`src/rtl/fetch_unit.sv`:
```
// Instruction fetch front end: owns the fetch PC, issues one outstanding imem request at a time,
// buffers returned words in a small FIFO for decode, and flushes/restarts on execute redirects.
module fetch_unit #(
    parameter logic [31:0] RESET_PC   = 32'h0000_0000,
    parameter int          FIFO_DEPTH = 2
) (
    input  logic        clk,
    input  logic        rst,
    input  logic        redirect_valid,
    input  logic [31:0] redirect_PC,
    output logic        imem_req,
    output logic [31:0] imem_addr,
    input  logic        imem_gnt,
    input  logic        imem_rvalid,
    input  logic [31:0] imem_rdata,
    output logic        if_valid,
    input  logic        if_ready,
    output logic [31:0] if_PC,
    output logic [31:0] if_instr,
    output logic        fetch_fault
);

    localparam int PTR_W = (FIFO_DEPTH > 1) ? $clog2(FIFO_DEPTH) : 1;
    localparam int CNT_W = PTR_W + 1;

    typedef enum logic {
        FETCH = 1'b0,
        WAIT  = 1'b1
    } state_t;

    state_t             state, state_next;
    logic [31:0]        fetch_pc;
    logic [31:0]        req_pc;
    logic               kill;
    logic [31:0]        fifo_pc    [FIFO_DEPTH];
    logic [31:0]        fifo_instr [FIFO_DEPTH];
    logic [PTR_W-1:0]   rd_ptr, wr_ptr;
    logic [CNT_W-1:0]   count;

    logic issue, push, pop, resp;

    // Request is masked during reset so every output except the address reads zero.
    assign imem_req  = !rst && (state == FETCH) && (count < CNT_W'(FIFO_DEPTH)) && !fetch_fault;
    assign imem_addr = fetch_pc;
    assign if_valid  = (count != '0);
    assign if_PC     = fifo_pc[rd_ptr];
    assign if_instr  = fifo_instr[rd_ptr];

    assign issue = imem_req && imem_gnt;
    assign resp  = (state == WAIT) && imem_rvalid;
    assign push  = resp && !kill && !redirect_valid;
    assign pop   = if_valid && if_ready && !redirect_valid;

    always_ff @(posedge clk or posedge rst) begin
        if (rst) state <= FETCH;
        else     state <= state_next;
    end

    always_comb begin
        state_next = state;
        case (state)
            FETCH: if (issue) state_next = WAIT;
            WAIT:  if (imem_rvalid) state_next = FETCH;
            default: state_next = FETCH;
        endcase
    end

    // A redirect overrides everything; kill marks the one outstanding response as stale.
    always_ff @(posedge clk or posedge rst) begin
        if (rst) begin
            fetch_pc    <= RESET_PC;
            req_pc      <= '0;
            kill        <= 1'b0;
            fetch_fault <= 1'b0;
            rd_ptr      <= '0;
            wr_ptr      <= '0;
            count       <= '0;
            for (int i = 0; i < FIFO_DEPTH; i++) begin
                fifo_pc[i]    <= '0;
                fifo_instr[i] <= '0;
            end
        end else if (redirect_valid) begin
            fetch_pc    <= redirect_PC;
            fetch_fault <= |redirect_PC[1:0];
            kill        <= ((state == WAIT) && !imem_rvalid) || issue;
            rd_ptr      <= '0;
            wr_ptr      <= '0;
            count       <= '0;
        end else begin
            if (issue) begin
                req_pc   <= fetch_pc;
                fetch_pc <= fetch_pc + 32'd4;
            end
            if (resp && kill)
                kill <= 1'b0;
            if (push) begin
                fifo_pc[wr_ptr]    <= req_pc;
                fifo_instr[wr_ptr] <= imem_rdata;
                wr_ptr             <= wr_ptr + PTR_W'(1);
            end
            if (pop)
                rd_ptr <= rd_ptr + PTR_W'(1);
            if (push && !pop)
                count <= count + CNT_W'(1);
            else if (pop && !push)
                count <= count - CNT_W'(1);
        end
    end

endmodule

```
`config.mk`:
```
export PLATFORM = sky130hd
export DESIGN_NAME = fetch_unit
export DESIGN_NICKNAME = d
export VERILOG_FILES = /design/src/rtl/fetch_unit.sv
export SDC_FILE = /design/constraint.sdc
export NUM_CORES = 1
export LEC_CHECK = 0
export CAP_MARGIN = 20
export CORE_ASPECT_RATIO = 0.6
export CORE_UTILIZATION = 47
export DETAILED_ROUTE_END_ITERATION = 8
export HOLD_SLACK_MARGIN = 0.06
export MAX_ROUTING_LAYER = met4
export PLACE_DENSITY = 0.78
export SYNTH_ARGS = -nofsm -noshare
export SYNTH_HDL_FRONTEND = slang
export SYNTH_SLANG_ARGS = --single-unit
```
`constraint.sdc`:
```
create_clock -name clk -period 16.1 [get_ports clk]
set_input_delay 2.415 -clock clk [delete_from_list [all_inputs] [get_ports clk]]
set_output_delay 2.415 -clock clk [all_outputs]
set_load 0.01 [all_outputs]
```
==> run metrics <==
synth top area cells=dfrtp_1 56%, mux2_2 27%, xnor2_1 2.3%, nand2_1 2.0%, o21ai_0 1.4%; Crit path depth=3; Syn Nets=716; Overflow after GRT=0; overall power consumption=1.47 mW; Initial Utilization=48.4%; reg2reg start=state; Layout fillers=1389; Synthesis Warnings=0; cell mode on critical path=clkdlybuf4s50_1; Final nets=873; largest area contributor in the synthesized netlist=dfrtp_1; clock sink total=199; hpwl dp=13100 um; r2r worst-path depth=5; RSZ-0062 raised after global routing=false; failing checks=DRC; layout cells sized above 1=33.9%; Pins Over Slew Limit=0; final instance area=0.0113 sq mm; CP arrival=4.13 ns; Seq cells post-synth=199; worst path bufs/invs=2; fin crit share=40.6%; Vias/cell=5.33; CTS root buf=clkbuf_16; CP startpoint kind=input pin; sw frac=a little over a quarter; cell count of the worst hold path=1; terminus of the critical flop-to-flop path=imem_addr[28]; ys async rst share=between 90% and 100%; All-Layer GR Usage=22.5%; end of the critical path=imem_req; Setup Skew=~0.0087 ns; Psw=a little under 400 uW; Comb power frac=24.6%; Final Hold Viols=0; Syn-to-layout area delta=28.2%; most used flip-flop cell after synthesis=dfrtp_1; core footprint=0.0183 sq mm; VDD IR max=0.0724 mV; Setup CP Type=in -> out; cell count after placement=1023; RD Place Congestion=0.809; IO buf count=between 150 and 200; TritonCTS clock tree=yes; critical path's top delay family=buffers and inverters; vias in the first global route=~6000; Distinct cells, synth=37; Routed Antenna Nets=0; setup_tns=0 ns; Non-Filler Instances=1056; max-cap viol count=0; Worst Tran Pin Value=~1.1 ns; Final setup viols=0; Clock Power Share=30.8%; Worst path max stage delay=~0.63 ns; clock tree buffer depth=2; WHS=0.492 ns; Synth Instances=645; pwr dens=130 mW/mm^2; CTS Buf Count=17; clk_lat worst skew=approximately 0.43 ns; # rows=38; CTS Hold Bufs=0; # IOs=169; initial DRC count=294; crit-path max FO=5; Resize count post-CTS=0; internal power=roughly 1.1 mW; Post-CTS Setup Bufs=0; post-synthesis sequential area ratio=56.3%; Die Wd=179 um; drt pass-1 iters=6; P_leak=5.10 nW; clock-pin slew on the worst setup and hold paths=roughly 0.07 ns; largest net degree at the start of global routing=124; Yosys top cell area share=56.3%; number of synthesized flops with an enable pin=0; global-route wire length before repair=between 30000 and 40000 um; Worst Hold Class=reg -> reg; Die H=108 um; Reg2Reg Setup Slack=between 10 and 15 ns; Worst Path Required=around 14 ns; Worst Setup SP=rst; placed inst area=about 0.011 sq mm; outcome=finished with violations; # DRC=23; CP max stage cell=clkdlybuf4s50_1; drt wl/cell=19.0 um; Min Clock Period, post-route=between 6 and 7 ns; Die Area=0.0194 sq mm; synthesized area=roughly 0.0088 sq mm; Max Fclk=153 MHz; total wire length=20000 um; register share of total power=44.6%; critical-path cell list=clkdlybuf4s50_1 > nor4_4 > clkdlybuf4s50_1; initial antenna violation count=1; htree depth=4; post-synthesis average cell area=13.7 sq um; critical path capture point type=output pin; max_slew headroom=26.4%; via count=about 5600
[cells in the final DEF, fill, tap and decap left out, types with 7 or more instances in the layout]
cell	count
nor3_1	9
xnor2_1	23
nor4_1	7
mux2_4	8
clkdlybuf4s50_1	167
nand2_1	47
dfrtp_1	198
xor2_1	9
nor2_1	12
o21ai_1	10
mux2_2	214
clkbuf_16	17
inv_1	7
nand3_1	7
o21ai_0	24
[layout make-up]
cell class                 instances  area [sq um]  area share [%]
clock buffer                      17           425            3.75
clock inverter                    15           205            1.81
antenna                            1          2.50          0.0221
tap                              240           300            2.65
timing repair buffer             172          1710            15.1
inverter                           8          37.5           0.331
sequential                       199          4980            44.0
multi-input combinational        404          3670            32.4
[cells by family after synthesis]
group | count (synthesis) | share of synthesized area (%)
xor+xnor | 32 | 3.17
mux | 226 | 29.1
compound gates | 38 | 2.27
fa+ha+maj | 1 | 0.142
buf+inv | 42 | 2.22
flops | 199 | 56.4
simple gates | 107 | 6.74
[power groups by stage]
stage / registers, mW / logic (mW) / clock network, mW
3_3_place_gp: 0.654 / 0.354 / 0
2_1_floorplan: 0.646 / 0.192 / 0
4_1_cts: 0.656 / 0.366 / 0.461
5_1_grt: 0.670 / 0.388 / 0.484
3_5_place_dp: 0.665 / 0.362 / 0
6_report: 0.656 / 0.361 / 0.453
[synthesized netlist by cell type, types with 7 or more instances]
master    number
xor2_1         9
mux2_4         8
nor4_1         7
nor2_1        12
clkbuf_1      15
nand3_1        7
buf_2         16
inv_1          8
nand2_1       48
dfrtp_1      199
o21ai_1       10
xnor2_1       23
nor3_1         9
mux2_2       214
o21ai_0       24
[state kept, by name (all words and copies together), names as in the netlist]
| name | flops |
|---|---|
| fifo_instr | 64 |
| fifo_pc | 64 |
| imem_addr | 32 |
| req_pc | 32 |
| count | 2 |
| fetch_fault | 1 |
| kill | 1 |
| rd_ptr | 1 |
| state | 1 |
| wr_ptr | 1 |
[how the worst min path moves through the flow]
stage | from | endpoint | slack, ns
final | fifo_instr[62] | fifo_instr[62] | 0.49
after detailed placement | fifo_instr[62] | fifo_instr[62] | 0.48
after global placement | fifo_instr[62] | fifo_instr[62] | 0.46
after CTS | fifo_instr[62] | fifo_instr[62] | 0.50
after global routing | fifo_pc[31] | fifo_pc[31] | 0.52
after floorplan | fifo_instr[60] | fifo_instr[60] | 0.45
[per-stage QoR]
step	util, %	setup WS [ns]
5_1_grt	62.1	9.53
6_report	62.1	9.56
3_5_place_dp	58.6	9.55
2_1_floorplan	-	8.26
3_3_place_gp	58.6	9.57
4_1_cts	62.0	9.56
[per-layer routing]
metal,global-route usage (%),wire length [um],up-vias
met4,5.02,153,0
met5,-,0,-
met1,29.9,9390,2874
met3,5.13,1040,12
met2,35.2,9430,142
li1,-,-,2599
(Power assumes the default switching activity.)
